**src/rtl/trap_arbiter_pkg.sv**
```systemverilog
// Shared trap-type constants, source indices and the arbiter state type.
package trap_arbiter_pkg;

  localparam logic [7:0] TT_ASYNC_ERR = 8'h01;
  localparam logic [7:0] TT_NMI       = 8'h30;
  localparam logic [7:0] TT_INT_BASE  = 8'h30;

  localparam int unsigned SRC_ASYNC = 0;
  localparam int unsigned SRC_NMI   = 1;
  localparam int unsigned SRC_SYNC  = 2;
  localparam int unsigned SRC_INT   = 3;
  localparam int unsigned NUM_SRC   = 4;

  typedef enum logic [1:0] {
    IDLE,
    REQ,
    BLOCK
  } state_e;

endpackage

```
**src/rtl/trap_prio_sel.sv**
```systemverilog
// Fixed-priority trap source selector: async error > NMI > sync trap > interrupt.
module trap_prio_sel
  import trap_arbiter_pkg::*;
(
  input  logic               async_pend,
  input  logic               nmi_pend,
  input  logic               sync_vld,
  input  logic [7:0]         sync_tt,
  input  logic               int_vld,
  input  logic [3:0]         irl,
  output logic [7:0]         win_tt,
  output logic [NUM_SRC-1:0] grant
);

  always_comb begin
    win_tt = '0;
    grant  = '0;
    if (async_pend) begin
      win_tt            = TT_ASYNC_ERR;
      grant[SRC_ASYNC]  = 1'b1;
    end else if (nmi_pend) begin
      win_tt            = TT_NMI;
      grant[SRC_NMI]    = 1'b1;
    end else if (sync_vld) begin
      win_tt            = sync_tt;
      grant[SRC_SYNC]   = 1'b1;
    end else if (int_vld) begin
      win_tt            = TT_INT_BASE + {4'h0, irl};
      grant[SRC_INT]    = 1'b1;
    end
  end

endmodule

```
**src/rtl/trap_arbiter.sv**
```systemverilog
// Trap arbiter: latches trap sources, offers the highest-priority one to the
// pipeline, strobes TBASE.TT on acceptance and then blocks for HOLD_CYCLES.
module trap_arbiter
  import trap_arbiter_pkg::*;
#(
  parameter int unsigned HOLD_CYCLES = 2
)
(
  input  logic        clk,
  input  logic        reset,
  input  logic        async_err,
  input  logic        nmi,
  input  logic        sync_vld_e,
  input  logic [7:0]  sync_tt_e,
  input  logic [3:0]  irl,
  input  logic        psr_ie,
  input  logic [3:0]  psr_pil,
  input  logic        trap_ack,
  output logic        trap_req,
  output logic        tbase_tt_we_e,
  output logic [7:0]  tbase_tt_e,
  output logic [31:0] trap_count
);

  localparam logic [3:0] HOLD_LOAD = 4'(HOLD_CYCLES);

  state_e state_q, state_d;
  logic [7:0]  tt_q, tt_d;
  logic        src_async_q, src_async_d;
  logic        src_nmi_q, src_nmi_d;
  logic [3:0]  hold_q, hold_d;
  logic        async_err_q, nmi_q, nmi_prev_q, nmi_armed_q;
  logic [31:0] count_q;

  logic               async_pend, nmi_edge, nmi_pend, int_vld, any_vld, take;
  logic [7:0]         win_tt;
  logic [NUM_SRC-1:0] grant;

  // Pending views include this cycle's input so a same-cycle error can preempt.
  assign async_pend = async_err_q | async_err;
  // nmi_armed_q stays low until nmi is seen low after reset.
  assign nmi_edge   = nmi & ~nmi_prev_q & nmi_armed_q;
  assign nmi_pend   = nmi_q | nmi_edge;
  assign int_vld    = psr_ie && (irl != 4'd0) && (irl > psr_pil);

  trap_prio_sel u_prio_sel (
    .async_pend (async_pend),
    .nmi_pend   (nmi_pend),
    .sync_vld   (sync_vld_e),
    .sync_tt    (sync_tt_e),
    .int_vld    (int_vld),
    .irl        (irl),
    .win_tt     (win_tt),
    .grant      (grant)
  );

  assign any_vld = |grant;

  always_comb begin
    state_d     = state_q;
    tt_d        = tt_q;
    src_async_d = src_async_q;
    src_nmi_d   = src_nmi_q;
    hold_d      = hold_q;
    take        = 1'b0;
    unique case (state_q)
      IDLE: begin
        if (any_vld) begin
          state_d     = REQ;
          tt_d        = win_tt;
          src_async_d = grant[SRC_ASYNC];
          src_nmi_d   = grant[SRC_NMI];
        end
      end
      REQ: begin
        if (async_pend && (tt_q != TT_ASYNC_ERR)) begin
          tt_d        = TT_ASYNC_ERR;
          src_async_d = 1'b1;
          src_nmi_d   = 1'b0;
        end else if (trap_ack) begin
          take    = 1'b1;
          hold_d  = HOLD_LOAD;
          state_d = BLOCK;
        end
      end
      BLOCK: begin
        hold_d = hold_q - 4'd1;
        if (hold_q <= 4'd1) state_d = IDLE;
      end
      default: state_d = IDLE;
    endcase
  end

  always_ff @(posedge clk or posedge reset) begin
    if (reset) begin
      state_q     <= IDLE;
      tt_q        <= '0;
      src_async_q <= 1'b0;
      src_nmi_q   <= 1'b0;
      hold_q      <= '0;
    end else begin
      state_q     <= state_d;
      tt_q        <= tt_d;
      src_async_q <= src_async_d;
      src_nmi_q   <= src_nmi_d;
      hold_q      <= hold_d;
    end
  end

  always_ff @(posedge clk or posedge reset) begin
    if (reset) begin
      async_err_q <= 1'b0;
      nmi_q       <= 1'b0;
      nmi_prev_q  <= 1'b0;
      nmi_armed_q <= 1'b0;
    end else begin
      async_err_q <= (take && src_async_q) ? 1'b0 : async_pend;
      nmi_q       <= (take && src_nmi_q)   ? 1'b0 : nmi_pend;
      nmi_prev_q  <= nmi;
      nmi_armed_q <= nmi_armed_q | ~nmi;
    end
  end

  always_ff @(posedge clk or posedge reset) begin
    if (reset) begin
      count_q <= '0;
    end else if (take && (count_q != '1)) begin
      count_q <= count_q + 32'd1;
    end
  end

  assign trap_req      = (state_q == REQ);
  assign tbase_tt_we_e = take;
  assign tbase_tt_e    = tt_q;
  assign trap_count    = count_q;

endmodule

```
**config.mk**
```make
export PLATFORM = sky130hd
export DESIGN_NAME = trap_arbiter
export DESIGN_NICKNAME = d
export VERILOG_FILES = /design/src/rtl/trap_arbiter_pkg.sv /design/src/rtl/trap_prio_sel.sv /design/src/rtl/trap_arbiter.sv
export SDC_FILE = /design/constraint.sdc
export NUM_CORES = 1
export LEC_CHECK = 0
export BUFFER_PORTS_ARGS = -buffer_cell sky130_fd_sc_hd__clkbuf_2
export CAP_MARGIN = 20
export CORE_MARGIN = 3
export CORE_UTILIZATION = 55
export CTS_BUF_LIST = sky130_fd_sc_hd__clkbuf_8
export DETAILED_ROUTE_END_ITERATION = 7
export PLACE_DENSITY = 0.78
export REMOVE_ABC_BUFFERS = 1
export SLEW_MARGIN = 5
export SYNTH_ARGS = -nofsm -noshare
export SYNTH_HDL_FRONTEND = slang
export SYNTH_SLANG_ARGS = --single-unit
```
**constraint.sdc**
```tcl
create_clock -name clk -period 2.2 [get_ports clk]
set_clock_uncertainty 0.1 [all_clocks]
set_input_delay 0.22 -clock clk [delete_from_list [all_inputs] [get_ports clk]]
set_output_delay 0.22 -clock clk [all_outputs]
set_load 0.01 [all_outputs]
```
==> results.cfg, run 1 <==
[grt]
grt_pass1_wl_um = 10640
grt_start_max_net_pins = 53
antenna_found_initial = 0
grt_usage_pct = 22.17
grt_pass1_vias = 2261
overflow = 0

[detailed_routing]
vias = 2292
via_per_inst = 5.577
dr.pass1.iters = 4
ant_nets = 0
drc = 0
routed_wl_um = 6160
routedWlPerCell_um = 14.99
drt_iter0_markers = 148

[logic_synthesis]
yosys_most_used_dff = dfrtp_1
avgSynthCellArea_um2 = 10.43
syn_area_um2 = 2691
synthArstFlopShare_pct = 100.0
ys_types = 42
yosysSeqAreaShare_pct = 48.35
synth_edf_count = 0
ys_ff_latch = 52
yosysWarnings = 0
syn_inst = 258

[placement]
dpl.hpwl_um = 4617
place_congestion = 0.7715
port_buffers = 64
dp.cells = 400
place_ws_ns = 0.07332
dpl-instance-area_um2 = 3218

[worst_setup_path]
reg2reg_to = trap_count[31]
crit_buf_inv = 3
critPathTopFamily = buffers and inverters
endpoint_kind = flip-flop
reg2reg_slack_ns = 0.10
worstPathMaxFanout = 9
arrival_ns = 2.21
r2r_cells = 6
required_ns = 2.29
critPathKind = in2reg
max_stage_delay_ns = 0.53
critPathSlowestCell = dlygate4sd3_1
reg2reg_from = trap_count[0]
crit_chain = dlygate4sd3_1 -> clkbuf_2 -> and3b_1 -> or3_1 -> o31ai_4 -> buf_12 -> mux2_2
startpoint_type = input port

[timing]
worst_slack_ns = 0.08171
finalMaxSlewViolations = 0
max_freq_ghz = 0.4721
period_needed_ns = 2.118
setup_tns_ns = 0
rsz0062_at_grt = true
hold_ws_ns = 0.1020
maxSlewHeadroom_pct = 57.30
max_slew.worst_pin.slew_ns = 0.6405
finalHoldViolations = 0
finalCritPeriodShare_pct = 96.29
final-setup-viol-count = 0

[clocking]
cts_made_buffers = 5
cts_sinks = 52
clockBufferDepth = 2
h-tree-depth = 2
clk_pin_slew_ns = 0.09
root_buffer = clkbuf_8
cts_tree = built
insertion_delay_ns = 0.30

[cells_and_area]
final_common_cell = clkbuf_2
mostFrequentLayoutCells = clkbuf_2 (63), dfrtp_1 (52), xnor2_1 (22)
multiInputGateArea_um2 = 1354
register_area_um2 = 1301
fin_area_um2 = 3391
drive_above_1_share_pct = 30.92
final_nets = 375
syn2layout_area_growth_pct = 25.99
finalNonFillerCells = 411
fill_cells = 329
antenna_cells = 0

[worst_hold_path]
hp-class = in2reg
min-delay-start = trap_ack
min_delay_path_depth = 2
holdPathEnd = state_q[0]

[die]
start_util_pct = 59.35
die_x_um = 75.95
die_y_um = 75.95
io_pins = 65
core_area_um2 = 4534
rows = 24
dieArea_um2 = 5768

[power_and_ir_drop]
power_density_nw_per_um2 = 903.5
ir_drop_v = 0.0004310
p_leak_nw = 1.666

[flow_run]
maxCapViolCount = 0

[run_status]
outcome = finished, final reports clean
-- cell type report --
type | instances | share of cell area (%)
clock buffers | 5 | 2.030
clock inverters | 3 | 1.144
inverters | 11 | 1.218
multi-input cells | 190 | 39.93
flip-flops and latches | 52 | 38.38
well taps | 65 | 2.399
repair buffers | 85 | 14.91
-- flip-flops by register name, indices dropped and copies added, names as in the netlist, 2 cells and up --
name,cells
state_q,2
trap_count,32
tbase_tt_e,8
hold_q,4
-- report_power, final --
part,switching (mW),internal (mW)
Sequential,0.154,1.11
Combinational,0.599,0.569
Clock,0.300,0.333
-- cells in the mapped netlist (all sizes together), types with 4 or more instances --
| cell type | count | area [um^2] |
|---|---|---|
| nand2 | 19 | 71.32 |
| xnor2 | 22 | 192.7 |
| and4 | 8 | 70.07 |
| inv | 11 | 41.29 |
| nand4 | 14 | 87.58 |
| ha | 7 | 87.58 |
| and2 | 6 | 37.54 |
| a21oi | 8 | 43.79 |
| dfrtp | 52 | 1301 |
| o211ai | 4 | 30.03 |
| nor3 | 8 | 40.04 |
| mux2 | 7 | 78.83 |
| and3 | 10 | 62.56 |
| nor4 | 5 | 46.29 |
| nand3 | 17 | 85.08 |
| xor2 | 6 | 52.55 |
| o31ai | 6 | 58.81 |
| nor2 | 11 | 41.29 |
-- how the worst max path moves through the flow --
| stage | from | to | slack [ns] | cells after the start |
|---|---|---|---|---|
| after floorplan | tbase_tt_e[6] | trap_count[14] | -0.04 | 5 |
| after global placement | tbase_tt_e[6] | trap_count[11] | 0.11 | 7 |
| after detailed placement | irl[1] | tbase_tt_e[2] | 0.07 | 8 |
| after CTS | tbase_tt_e[2] | tbase_tt_we_e | 0.04 | 7 |
| after global routing | trap_count[0] | trap_count[29] | -0.007 | 6 |
| final | nmi | tbase_tt_e[2] | 0.08 | 7 |
-- what timing repair did --
action | CTS | global route
gates resized for setup | 4 | 5
pin swaps | 2 | 2
buffers inserted | 1 | 0
hold endpoints to repair | 54 | 0
cloned | 0 | 0
endpoints found under the setup margin | 1 | 3
hold buffers | 2 | 0
-- logic make-up after synthesis --
family,Yosys count,synth area share [%]
simple gates,111,23.66
buf+inv,16,2.371
flops,52,48.35
mux,8,3.301
fa+ha+maj,7,3.254
compound gates,36,9.949
xor+xnor,28,9.112
-- routing by layer --
layer  vias up  track usage, %  share of wire, %
met5         -               0                 0
met4         0           5.616              0.80
met3         7           4.265               5.0
met2        65           35.82                49
met1      1106           30.97                45
li1       1114               -                 -
-- metrics by stage --
| stage | total power, mW | utilization, % |
|---|---|---|
| after global placement | 2.337 | 70.97 |
| after CTS | 3.064 | 74.34 |
| after floorplan | 1.876 | - |
| after detailed placement | 2.383 | 70.97 |
| final | 3.064 | 74.78 |
| after global routing | 3.261 | 74.78 |
Note: power is estimated with default switching activity, not from simulation.
==> inputs of run 2 (changes only) <==
- REMOVE_ABC_BUFFERS: 1 -> unset
==> results.cfg, run 2 (synthesis results as in run 1) <==
[run_status]
outcome = finished, final reports clean

[cells_and_area]
register_area_um2 = 1301
drive_above_1_share_pct = 30.12
fill_cells = 347
final_nets = 373
syn2layout_area_growth_pct = 24.73
antenna_cells = 0
final_common_cell = clkbuf_2
largest_reg_flops = 32
multiInputGateArea_um2 = 1348
finalNonFillerCells = 407
mostFrequentLayoutCells = clkbuf_2 (63), dfrtp_1 (52), xnor2_1 (22)

[die]
dieArea_um2 = 5768
core_area_um2 = 4534
die_y_um = 75.95
rows = 24
io_pins = 65
die_x_um = 75.95
start_util_pct = 59.35

[placement]
dpl.hpwl_um = 4739
place_ws_ns = 0.09073
dp.cells = 399
port_buffers = 64
place_congestion = 0.8832

[detailed_routing]
vias = 2329
routed_wl_um = 6187
via_per_inst = 5.722
drc = 0
drt_iter0_markers = 153
ant_nets = 0
dr.pass1.iters = 4
routedWlPerCell_um = 15.20

[clocking]
root_buffer = clkbuf_8
cts_sinks = 52
cts_tree = built
clockBufferDepth = 2
h-tree-depth = 2
cts_made_buffers = 5
clk_pin_slew_ns = 0.09
insertion_delay_ns = 0.30
post_cts_buffers = 0

[power_and_ir_drop]
p_leak_nw = 1.646
ir_drop_v = 0.0005329
p_total_mw = 2.999
power_density_nw_per_um2 = 893.4

[timing]
hold_ws_ns = 0.1069
finalMaxSlewViolations = 0
final-setup-viol-count = 0
rsz0062_at_grt = false
setup_tns_ns = 0
period_needed_ns = 2.100
max_freq_ghz = 0.4761
finalHoldViolations = 0
finalCritPeriodShare_pct = 95.47
max_slew.worst_pin.slew_ns = 0.5318
maxSlewHeadroom_pct = 64.49
worst_slack_ns = 0.09961

[flow_run]
maxCapViolCount = 0

[grt]
overflow = 0
grt_usage_pct = 22.57
antenna_found_initial = 0
grt_pass1_vias = 2313
grt_pass1_wl_um = 10780
grt_start_max_net_pins = 30

[worst_setup_path]
endpoint = tbase_tt_we_e
critPathSlowestCell = dfrtp_1
arrival_ns = 1.78
reg2reg_to = trap_count[31]
cp_common_cell = buf_4
crit_chain = nor4b_2 -> buf_4 -> a21o_1 -> nand3_2 -> inv_2 -> buf_4 -> buf_6
reg2reg_from = trap_count[0]
worstPathMaxFanout = 4
max_stage_delay_ns = 0.40
reg2reg_slack_ns = 0.14
cp.depth = 7
endpoint_kind = output port
crit_buf_inv = 4
required_ns = 1.88
r2r_cells = 6
critPathKind = reg2out
startpoint_type = flip-flop
startpoint = tbase_tt_e[2]
critPathTopFamily = buffers and inverters

[worst_hold_path]
hp-class = in2reg

[logic_synthesis]
syn-num-nets = 288
run 2: cell count changes in the layout (fill, tap and decap cells not counted), sizes merged:
cell | previous run | this run
clkinv | 1 | 0
inv | 12 | 11
buf | 20 | 18
run 2: timing repair:
| action | 4_1_cts | 5_1_grt |
|---|---|---|
| hold buffers | 2 | 0 |
| resized for setup | 2 | 5 |
| cloned | 0 | 0 |
| endpoints found under the setup margin | 1 | 6 |
| endpoints found under the hold margin | 24 | 0 |
| pin swaps | 0 | 3 |
run 2: how the worst min path moves through the flow:
stage,start,cells past startpoint,slack [ns],to
floorplan,nmi,0,0.15,nmi_prev_q
global placement,reset,2,0.17,trap_count[12]
global route,trap_ack,2,0.13,state_q[0]
CTS,trap_ack,2,0.09,state_q[0]
finish,sync_tt_e[5],3,0.11,tbase_tt_e[5]
detailed placement,reset,2,0.18,trap_count[12]
run 2: area by class of cell:
| class | count | area share [%] |
|---|---|---|
| clock buffers | 5 | 2.050 |
| clock inverters | 1 | 0.8945 |
| inverters | 11 | 1.230 |
| multi-input cells | 190 | 40.14 |
| flip-flops and latches | 52 | 38.76 |
| well taps | 65 | 2.423 |
| repair buffers | 83 | 14.50 |
run 2: tightest hold or removal path: stages:
cell	delay, ns
clkbuf_2	0.08
nor2_1	0.04
o2bb2ai_1	0.13
run 2: per-layer routing:
layer | wire [um] | vias to the layer above | GRT usage, %
met4 | 94 | 0 | 5.978
li1 | - | 1118 | -
met3 | 273 | 10 | 3.673
met1 | 2759 | 1137 | 31.00
met5 | 0 | - | 0
met2 | 3059 | 64 | 37.50
run 2: power breakdown:
group          internal (mW)  leakage (nW)  switching [mW]
Clock                  0.327        0.0501           0.293
Sequential              1.11         0.682           0.143
Combinational          0.534         0.914           0.594
Total                   1.97          1.65            1.03
run 2: per-stage QoR:
| stage | utilization, % | area, um^2 |
|---|---|---|
| final | 74.03 | 3357 |
| after global routing | 74.03 | 3357 |
| after CTS | 73.57 | 3336 |
| after detailed placement | 70.81 | 3211 |
| after global placement | 70.81 | 3211 |
| after floorplan | - | 2691 |
==> inputs of run 3 (changes only) <==
- PLACE_DENSITY: 0.78 -> 0.82
==> results.cfg, run 3 (synthesis results as in run 1) <==
[detailed_routing]
drc = 0
via_per_inst = 5.662
dr.pass1.iters = 4
routed_wl_um = 6287
highest_layer = met4
ant_nets = 0
dr_wl_met3_um = 273
route.met2.wl_um = 3122
wl_met1_um = 2827
routedWlPerCell_um = 15.30
drt_iter0_markers = 115
vias = 2327

[grt]
grt_start_max_net_pins = 30
overflow = 0
antenna_found_initial = 0
grt_usage_pct = 22.43
grt_pass1_vias = 2333
grt_pass1_wl_um = 10820

[run_status]
outcome = finished, final reports clean

[worst_setup_path]
crit_chain = nor4_2 -> buf_4 -> a21o_1 -> nand3_2 -> inv_2 -> buf_4 -> clkbuf_2
startpoint_type = flip-flop
endpoint_kind = output port
critPathKind = reg2out
required_ns = 1.88
critPathSlowestCell = dfrtp_1
critPathTopFamily = buffers and inverters
worstPathMaxFanout = 4
cp_common_cell = buf_4
arrival_ns = 1.85
max_stage_delay_ns = 0.42
crit_buf_inv = 4

[clocking]
cts_tree = built
clk_pin_slew_ns = 0.09
h-tree-depth = 2
cts_sinks = 52
root_buffer = clkbuf_8
cts_made_buffers = 5
clockBufferDepth = 2
insertion_delay_ns = 0.30

[placement]
port_buffers = 64
place_ws_ns = 0.001271
dp.cells = 399
place_congestion = 0.8064
dpl-instance-area_um2 = 3211
dpl.hpwl_um = 4643

[timing]
finalCritPeriodShare_pct = 98.71
period_needed_ns = 2.172
setup_tns_ns = 0
max_slew.worst_pin.slew_ns = 0.5565
rsz0062_at_grt = true
final-setup-viol-count = 0
hold_ws_ns = 0.07104
finalMaxSlewViolations = 0
max_freq_ghz = 0.4605
maxSlewHeadroom_pct = 62.70
finalHoldViolations = 0
worst_slack_ns = 0.02848

[cells_and_area]
final_common_cell = clkbuf_2
drive_above_1_share_pct = 31.50
final_nets = 375
register_area_um2 = 1301
fin_area_um2 = 3378
mostFrequentLayoutCells = clkbuf_2 (64), dfrtp_1 (52), xnor2_1 (22)
largest_reg_flops = 32
antenna_cells = 0
multiInputGateArea_um2 = 1361
fin_util_pct = 74.50
fill_cells = 343
syn2layout_area_growth_pct = 25.52
finalNonFillerCells = 411

[power_and_ir_drop]
p_total_mw = 2.974
internal-power_mw = 1.906
p_leak_nw = 1.647
power_frac_clock_pct = 19.4
p_seq_share_pct = 42.3
netSwitchingPower_mw = 1.068
power_density_nw_per_um2 = 880.4
sw_frac_of_total_pct = 35.92
ir_drop_v = 0.0004668
power_frac_comb_pct = 38.4

[die]
die_y_um = 75.95
io_pins = 65
dieArea_um2 = 5768
rows = 24
die_x_um = 75.95
start_util_pct = 59.35
core_area_um2 = 4534

[worst_hold_path]
hp-class = in2reg

[flow_run]
maxCapViolCount = 0

[logic_synthesis]
syn-num-nets = 288
## run 3: final timing paths
check / cells after the start / slack [ns] / to / from
max: 7 / 0.03 / tbase_tt_we_e / tbase_tt_e[3]
min: 3 / 0.07 / tbase_tt_e[5] / sync_tt_e[5]
max reg2reg: 6 / 0.13 / trap_count[27] / trap_count[0]
min reg2reg: 1 / 0.34 / nmi_q / src_nmi_q
max in group asynchronous: 4 / 1.08 / tbase_tt_e[2] / reset
min in group asynchronous: 3 / 0.38 / trap_count[17] / reset
## run 3: per-layer routing
layer	global-route usage, %	vias to the layer above
li1	-	1120
met1	30.26	1129
met2	37.41	69
met3	4.502	9
met4	5.435	0
met5	0	-
## run 3: worst register-to-register path, delay by kind of cell, from the launching register on
kind / cells / cell delay [ns]
compound gates: 1 / 0.40
xor+xnor: 1 / 0.18
fa+ha+maj: 1 / 0.24
flops: 1 / 0.40
simple gates: 3 / 0.68
## run 3: power groups by stage
stage / Clock [mW] / Combinational (mW) / Sequential (mW)
after floorplan: 0 / 0.604 / 1.28
after global placement: 0 / 1.02 / 1.26
after detailed placement: 0 / 1.05 / 1.27
after CTS: 0.592 / 1.07 / 1.25
after global routing: 0.625 / 1.27 / 1.28
final: 0.576 / 1.14 / 1.26
## run 3: what timing repair did
item | 4_1_cts | 5_1_grt
setup endpoints to repair | 1 | 7
hold endpoints to repair | 24 | 0
resized for setup | 2 | 5
setup buffers | 0 | 2
hold buffers | 2 | 0
pin swaps | 0 | 2
gates cloned | 0 | 0
## run 3: area by class of cell
type	count	area share [%]
inverter	11	1.222
sequential	52	38.52
multi-input combinational	190	40.30
timing repair buffer	85	14.67
clock buffer	6	2.444
tap	65	2.407
clock inverter	2	0.4444
